## src/rtl/imem_loader_if.sv

```systemverilog
// Byte-stream input, instruction-memory write port and core-control outputs
// of the boot loader, bundled for connection between source, loader and core.
interface imem_loader_if #(
  parameter int ADDR_WIDTH = 10
);
  logic                  InValid;
  logic [7:0]            InData;
  logic                  InReady;
  logic                  Reload;
  logic                  ImWr;
  logic [31:0]           ImAddr;
  logic [31:0]           ImData;
  logic                  CoreRun;
  logic                  Error;
  logic [ADDR_WIDTH:0]   WordsLoaded;

  modport slave (
    input  InValid, InData, Reload,
    output InReady, ImWr, ImAddr, ImData, CoreRun, Error, WordsLoaded
  );

  modport master (
    output InValid, InData, Reload,
    input  InReady, ImWr, ImAddr, ImData, CoreRun, Error, WordsLoaded
  );
endinterface

```

## src/rtl/imem_loader.sv

```systemverilog
// Boot-time loader: parses a framed byte stream (length, LE words, checksum),
// writes instruction memory and releases the core only on a clean frame.
module imem_loader #(
  parameter int ADDR_WIDTH = 10
) (
  input  logic          clk,
  input  logic          rst,
  imem_loader_if.slave  bus
);
  localparam int          WLW   = ADDR_WIDTH + 1;
  localparam logic [16:0] DEPTH = 17'(2 ** ADDR_WIDTH);

  localparam logic [2:0] S_LEN_LO = 3'd0;
  localparam logic [2:0] S_LEN_HI = 3'd1;
  localparam logic [2:0] S_DATA   = 3'd2;
  localparam logic [2:0] S_CHECK  = 3'd3;
  localparam logic [2:0] S_RUN    = 3'd4;
  localparam logic [2:0] S_ERROR  = 3'd5;

  logic [2:0]     state_q, state_d;
  logic [15:0]    len_q, len_d;
  logic [23:0]    word_q, word_d;
  logic [1:0]     bcnt_q, bcnt_d;
  logic [7:0]     sum_q, sum_d;
  logic           imwr_q, imwr_d;
  logic [31:0]    imaddr_q, imaddr_d;
  logic [31:0]    imdata_q, imdata_d;
  logic           run_q, run_d;
  logic           err_q, err_d;
  logic [WLW-1:0] wl_q, wl_d;

  logic        in_ready;
  logic        accept;
  logic [15:0] len_n;

  assign in_ready = (state_q == S_LEN_LO) || (state_q == S_LEN_HI) ||
                    (state_q == S_DATA)   || (state_q == S_CHECK);
  assign accept   = bus.InValid && in_ready;
  assign len_n    = {bus.InData, len_q[7:0]};

  always_comb begin
    state_d  = state_q;
    len_d    = len_q;
    word_d   = word_q;
    bcnt_d   = bcnt_q;
    sum_d    = sum_q;
    imwr_d   = 1'b0;
    imaddr_d = imaddr_q;
    imdata_d = imdata_q;
    run_d    = run_q;
    err_d    = err_q;
    wl_d     = wl_q;

    case (state_q)
      S_LEN_LO: begin
        if (accept) begin
          len_d[7:0] = bus.InData;
          state_d    = S_LEN_HI;
        end
      end

      S_LEN_HI: begin
        if (accept) begin
          len_d  = len_n;
          sum_d  = '0;
          wl_d   = '0;
          bcnt_d = '0;
          if ({1'b0, len_n} > DEPTH) begin
            state_d = S_ERROR;
            err_d   = 1'b1;
          end else if (len_n == 16'd0) begin
            state_d = S_CHECK;
          end else begin
            state_d = S_DATA;
          end
        end
      end

      S_DATA: begin
        if (accept) begin
          sum_d  = sum_q + bus.InData;
          bcnt_d = bcnt_q + 2'd1;
          case (bcnt_q)
            2'd0: word_d[7:0]   = bus.InData;
            2'd1: word_d[15:8]  = bus.InData;
            2'd2: word_d[23:16] = bus.InData;
            default: begin
              // Index < N <= DEPTH, so the low ADDR_WIDTH bits hold the whole word index.
              imwr_d   = 1'b1;
              imaddr_d = {{(30-ADDR_WIDTH){1'b0}}, wl_q[ADDR_WIDTH-1:0], 2'b00};
              imdata_d = {bus.InData, word_q};
              wl_d     = wl_q + 1'b1;
              if (17'(wl_q) + 17'd1 == 17'(len_q))
                state_d = S_CHECK;
            end
          endcase
        end
      end

      S_CHECK: begin
        if (accept) begin
          if (bus.InData == sum_q) begin
            state_d = S_RUN;
            run_d   = 1'b1;
          end else begin
            state_d = S_ERROR;
            err_d   = 1'b1;
          end
        end
      end

      S_RUN, S_ERROR: begin
        if (bus.Reload) begin
          state_d = S_LEN_LO;
          run_d   = 1'b0;
          err_d   = 1'b0;
          wl_d    = '0;
        end
      end

      default: state_d = S_LEN_LO;
    endcase
  end

  always_ff @(posedge clk or posedge rst) begin
    if (rst) begin
      state_q  <= S_LEN_LO;
      len_q    <= '0;
      word_q   <= '0;
      bcnt_q   <= '0;
      sum_q    <= '0;
      imwr_q   <= 1'b0;
      imaddr_q <= '0;
      imdata_q <= '0;
      run_q    <= 1'b0;
      err_q    <= 1'b0;
      wl_q     <= '0;
    end else begin
      state_q  <= state_d;
      len_q    <= len_d;
      word_q   <= word_d;
      bcnt_q   <= bcnt_d;
      sum_q    <= sum_d;
      imwr_q   <= imwr_d;
      imaddr_q <= imaddr_d;
      imdata_q <= imdata_d;
      run_q    <= run_d;
      err_q    <= err_d;
      wl_q     <= wl_d;
    end
  end

  assign bus.InReady     = in_ready;
  assign bus.ImWr        = imwr_q;
  assign bus.ImAddr      = imaddr_q;
  assign bus.ImData      = imdata_q;
  assign bus.CoreRun     = run_q;
  assign bus.Error       = err_q;
  assign bus.WordsLoaded = wl_q;
endmodule

```

## src/flat_wrapper.sv

```systemverilog
// flat-port wrapper written by rule: the top's interface ports become plain ports
module imem_loader_flat 
#(
  parameter int ADDR_WIDTH = 10
)
  (clk, rst, bus_InValid, bus_InData, bus_Reload, bus_InReady, bus_ImWr, bus_ImAddr, bus_ImData, bus_CoreRun, bus_Error, bus_WordsLoaded);
  imem_loader_if #(.ADDR_WIDTH(ADDR_WIDTH)) bus_i ();
  input  logic clk;
  input  logic rst;
  input wire logic [$bits(bus_i.InValid)-1:0] bus_InValid;
  input wire logic [$bits(bus_i.InData)-1:0] bus_InData;
  input wire logic [$bits(bus_i.Reload)-1:0] bus_Reload;
  output wire logic [$bits(bus_i.InReady)-1:0] bus_InReady;
  output wire logic [$bits(bus_i.ImWr)-1:0] bus_ImWr;
  output wire logic [$bits(bus_i.ImAddr)-1:0] bus_ImAddr;
  output wire logic [$bits(bus_i.ImData)-1:0] bus_ImData;
  output wire logic [$bits(bus_i.CoreRun)-1:0] bus_CoreRun;
  output wire logic [$bits(bus_i.Error)-1:0] bus_Error;
  output wire logic [$bits(bus_i.WordsLoaded)-1:0] bus_WordsLoaded;
  assign bus_i.InValid = bus_InValid;
  assign bus_i.InData = bus_InData;
  assign bus_i.Reload = bus_Reload;
  assign bus_InReady = bus_i.InReady;
  assign bus_ImWr = bus_i.ImWr;
  assign bus_ImAddr = bus_i.ImAddr;
  assign bus_ImData = bus_i.ImData;
  assign bus_CoreRun = bus_i.CoreRun;
  assign bus_Error = bus_i.Error;
  assign bus_WordsLoaded = bus_i.WordsLoaded;
  imem_loader #(.ADDR_WIDTH(ADDR_WIDTH)) u_core (.clk(clk), .rst(rst), .bus(bus_i));
endmodule
```

## config.mk

```make
export PLATFORM = sky130hd
export DESIGN_NAME = imem_loader_flat
export DESIGN_NICKNAME = d
export VERILOG_FILES = /design/src/rtl/imem_loader_if.sv /design/src/rtl/imem_loader.sv /design/src/flat_wrapper.sv
export SDC_FILE = /design/constraint.sdc
export NUM_CORES = 1
export LEC_CHECK = 0
export CORE_MARGIN = 4
export CORE_UTILIZATION = 51
export CTS_CLUSTER_DIAMETER = 200
export DETAILED_ROUTE_END_ITERATION = 16
export PLACE_DENSITY = 0.81
export SYNTH_ARGS = -nofsm -noshare
export SYNTH_HDL_FRONTEND = slang
export SYNTH_SLANG_ARGS = --single-unit
```

## constraint.sdc

```tcl
create_clock -name clk -period 6.3 [get_ports clk]
set_input_delay 1.89 -clock clk [delete_from_list [all_inputs] [get_ports clk]]
set_output_delay 1.89 -clock clk [all_outputs]
set_load 0.03 [all_outputs]
```

==> Word-level counts from Yosys, hierarchy flattened <==
Index checks and enable logic that the tools add are counted.
{ "word_totals": {"wordCells": 100, "input_bits": 12, "out_inout_bits": 79, "ff_bits": 109} }
{ "op_classes": {"eq_ne": 19, "addsub": 4, "n_reduce_logical": 24, "n_lt_le_gt_ge": 1, "n_mux": 36, "n_bitwise": 2} }
{ "op_table": {"columns": ["operator", "n"], "rows": [
  ["2-to-1 mux 11 bit", 4],
  ["one-hot mux 11 bit (3 select lines)", 1],
  ["one-hot mux 8 bit (2 select lines)", 2],
  ["2-to-1 mux 3 bit", 8],
  ["2-to-1 mux 8 bit", 3],
  ["AND reduction 3 bit", 6],
  ["== test 17 x 16 -> 1 bit", 1],
  ["greater-than comparator 16 x 11 -> 1 bit (second input constant)", 1],
  ["logical NOT 16 bit", 1],
  ["one-hot mux 3 bit (5 select lines)", 1],
  ["adder 11 x 1 -> 12 bit (second input constant)", 1],
  ["2-to-1 mux 1 bit", 12],
  ["!= test 2 bit (second input constant)", 6],
  ["adder 11 x 1 -> 11 bit (second input constant)", 1],
  ["adder 8 bit", 1],
  ["== test 8 bit", 1],
  ["!= test 2 x 1 -> 1 bit (second input constant)", 4],
  ["AND reduction 7 bit", 1],
  ["== test 3 x 2 -> 1 bit (second input constant)", 2],
  ["== test 3 bit (second input constant)", 2],
  ["AND reduction 6 bit", 1],
  ["nonzero test 3 bit", 2],
  ["AND reduction 5 bit", 1],
  ["2-to-1 mux 2 bit", 2],
  ["17 further kinds", 21]
]} }

==> Logic depth before layout (Yosys ltp) <==
{ "logic_depth": {"ltp_word": 7, "depth_mapped": 10, "mapped_depth_nobuf": 8} }

==> Worst setup path after synthesis <==
No wires, ideal clock.
{ "synth_path": {"kind": "input to register", "start": "input port bus_InData[0]", "end": "register u_core.sum_q[6]", "arrival_time_ns": 3.311, "required_ns": 6.179, "setup_ns": 0.121, "cell_stages": 8, "path_slack_ns": 2.868, "path_buffers": 0, "cell_sequence": "ha_1 fa_1 a21o_1 a21oi_1 o21bai_1 a21oi_1 xnor2_1 a22o_1"} }
{ "synth_via": {"elab_chain_cells": 3} }
{ "synth_lines": {"columns": ["item", "line_no", "source"], "rows": [
  ["start: declaration", "flat_wrapper.sv:11", "input wire logic [$bits(bus_i.InData)-1:0] bus_InData;"],
  ["adder 8 bit", "imem_loader.sv:81", "sum_d = sum_q + bus.InData;"],
  ["2-to-1 mux 8 bit", "imem_loader.sv:80", "if (accept) begin"],
  ["one-hot mux 8 bit (2 select lines)", "imem_loader.sv:54", "case (state_q)"],
  ["end signal: assignment", "imem_loader.sv:143", "sum_q <= sum_d;"],
  ["end: declaration", "imem_loader.sv:24", "logic [7:0] sum_q, sum_d;"]
]} }
Every way passes these cells. The select of a mux whose other input is x is not followed.
A chain may end at the register's enable or synchronous reset.

==> Worst setup path in the final report <==
Ends and elaborated chain as after synthesis.

==> results.md <==
- DRC: 0
- Initial DRT Pass Iterations: 4
- Most frequent cell after synthesis: nand2_1
- Hold Buf Count CTS: 0
- Yosys cell types: 54
- Initial antenna violation count: 0
- Final HPWL DP: between 8 and 9 mm
- Post-synth EDFFs: 0
- Max Cap Viol: 0
- Iter 0 DRT Violations: between 200 and 300
- Max-slew violations: 0
- GPL Wtd Cong: 0.871
- CTS Buf Count: 9
- Worst setup EP type: register
- Fin. Hold Viols: 0
- # Post-CTS Setup Buffers: 0
- Power per cell area: roughly 260 nW/um^2
- # diodes: 0
- Slew @ Worst Pin: approximately 1.1 ns
- Vias in the first global route: around 4.0k
- Worst Hold Depth: 2
- Synth top area share: 0.520
- Remaining antenna violation count: 0
- Final design instance area without fill: 6160 sq um
- Worst Hold Class: register to register
- Core area: a little under 10000 sq um
- Yosys reg bits: 109
- RSZ-0062 raised after global routing: false
- Critical setup path kind: primary input to register
- Crit path arrival time: ~4.2 ns
- Layout cells sized above 1: 0.119
- Die height: around 110 microns
- Row cnt: 36
- Clock Skew: 0.0121 ns
- Reg2Reg Depth: 7
- CTS sink count: between 100 and 150
- Status: finished clean
- Setup TNS: 0 ns
- Post-synthesis sequential area ratio: 0.520
- Die area: ~12000 sq um
- PostCTS Resize Cnt: 0
- Max_slew headroom: 0.288
- Crit path from: bus_InData[0]
- YS warnings: 0
- Hold Crit Start: u_core.word_q[23]
- Mapped Area: 5250 sq um
- CTS tree: built
- Placed Area: slightly below 6000 sq um
- Starting Density: 0.529
- Synth area leaders: dfrtp_1 52%, nand2_1 10%, mux2_2 8.6%
- Leak: 0.00293 uW
- CTS Buffer Depth: 2
- Crit path launch type: primary input
- Synthesis-to-finish area growth: 17.3%
- Clock insertion delay at the later pin of the skew report: 0.38 ns
- Vias per cell: 5.45
- Root Driver: clkbuf_8
- Peak supply drop: around 0.16 mV
- Min Tclk post-route: between 3 and 4 ns
- Cells after Synth: 522
- First-pass GRT wire length: 20.0 mm
- CP Data Required Time: 6.56 ns
- Buffers on Ports: 68
- Syn avg cell area: around 10 sq um
- Clk pin slew, worst setup/hold paths: 0.11 ns
- IO Pins: 91
- Wirelength, routed: 11.7 mm
- Fmax: 252 MHz
- R2R Path Start: u_core.bus.WordsLoaded[0]
- Gr usage total: 0.213
- Tcrit/Tclk final: 0.630
- Synth Flop Type: dfrtp_1
- DR WL/cell: 16.2 microns
- Cell taking the most area after synthesis: dfrtp_1
- Top cells by count, synth: 142 x nand2_1, 109 x dfrtp_1, 40 x mux2_2, 25 x o21ai_0, 24 x buf_4
- CP Max Fanout: 8
- H-tree Lvls: 3
- Setup violators final: 0
- Largest net degree at the start of global routing: 72
- Final-stage net count: 608
- FFs w/ async S/R, synth: 1.00
- Die Wd: 109 microns
- Via count of the routed design: 3929
- Grt total ovfl: 0
layout by cell type, fill, tap and decap left out, types with 4 or more instances in the layout:
cell | synthesis | final
nand2_1 | 142 | 141
dfrtp_1 | 109 | 109
clkdlybuf4s50_1 | 0 | 68
mux2_2 | 40 | 40
o21ai_0 | 25 | 25
conb_1 | 1 | 22
nor2_1 | 20 | 20
xnor2_1 | 12 | 12
ha_1 | 12 | 12
nor3_1 | 11 | 11
a21oi_1 | 10 | 10
inv_1 | 10 | 9
a22o_1 | 9 | 9
clkbuf_8 | 0 | 9
nand3_1 | 6 | 6
a31oi_1 | 6 | 6
nor2b_1 | 5 | 5
nor4_1 | 4 | 4
and2_1 | 4 | 4
o31ai_1 | 4 | 4
and3_1 | 4 | 4
buf_4 | 24 | 4
cell type report:
cell class                 count  area (sq um)
sequential                   109          2730
clock buffer                  10           128
fill                         816          3750
tap                          133           166
multi-input combinational    380          2300
inverter                      11          43.8
clock inverter                 6          76.3
timing repair buffer          72           711
per-stage QoR:
step           hold WS [ns]  utilization  power, uW  worst slack [ns]  cells
2_1_floorplan         0.433            -       1090              1.54    543
3_3_place_gp          0.440        0.601       1150              1.98    705
3_5_place_dp          0.451        0.601       1170              1.92    705
4_1_cts               0.476        0.621       1600              2.31    721
5_1_grt               0.499        0.621       1680              2.12    721
6_report              0.470        0.621       1590              2.33    721
path summary, 6_finish.rpt:
path | end | slack [ns]
max | u_core.sum_q[6] | 2.33
min | u_core.bus.ImData[23] | 0.47
max reg2reg | u_core.state_q[0] | 3.63
min in group asynchronous | u_core.bus.ImAddr[8] | 2.03
max in group asynchronous | u_core.sum_q[0] | 3.24
min reg2reg | u_core.bus.ImData[23] | 0.47
critical path, stage by stage:
cell,delay [ns]
clkdlybuf4s50_1,0.66
ha_1,0.36
fa_1,0.41
a21o_1,0.17
a21oi_1,0.21
o21bai_1,0.09
a21oi_1,0.18
xnor2_1,0.08
a22o_1,0.18
report_power, final:
| group | switching [uW] | leakage, uW | internal [uW] | total (uW) |
|---|---|---|---|---|
| clock network | 245 | 0.000104 | 192 | 437 |
| registers | 70.8 | 0.00148 | 768 | 839 |
| logic | 171 | 0.00134 | 144 | 315 |
sequential cells by signal, summed over array words and instances, names as in the netlist:
name	cells
u_core.bus.ImData	32
u_core.word_q	24
u_core.len_q	16
u_core.bus.WordsLoaded	11
u_core.bus.ImAddr	10
u_core.sum_q	8
u_core.state_q	3
u_core.bcnt_q	2
u_core.bus.CoreRun	1
u_core.bus.Error	1
u_core.bus.ImWr	1
logic make-up (layout without fill, tap and decap cells):
logic type | count (synthesis) | in the layout | share of synthesized area
AOI/OAI and AO/OA | 74 | 74 | 0.0937
xor gates and xnor gates | 15 | 15 | 0.0250
adders and majority gates | 13 | 13 | 0.0324
buffers and inverters | 54 | 99 | 0.0565
DFF | 109 | 109 | 0.520
muxes | 44 | 44 | 0.0937
other | 1 | 22 | 0.000715
and+or+nand+nor | 212 | 212 | 0.178
per-layer routing:
metal  vias up  part of all wire  wire, microns  track usage
met5         -                 0              0            0
met1      1931              0.42           4910        0.279
met3        10             0.069            799       0.0423
met2       133              0.50           5820        0.360
li1       1855                 -              -            -
met4         0             0.010            121       0.0650
(Power assumes the default switching activity.)
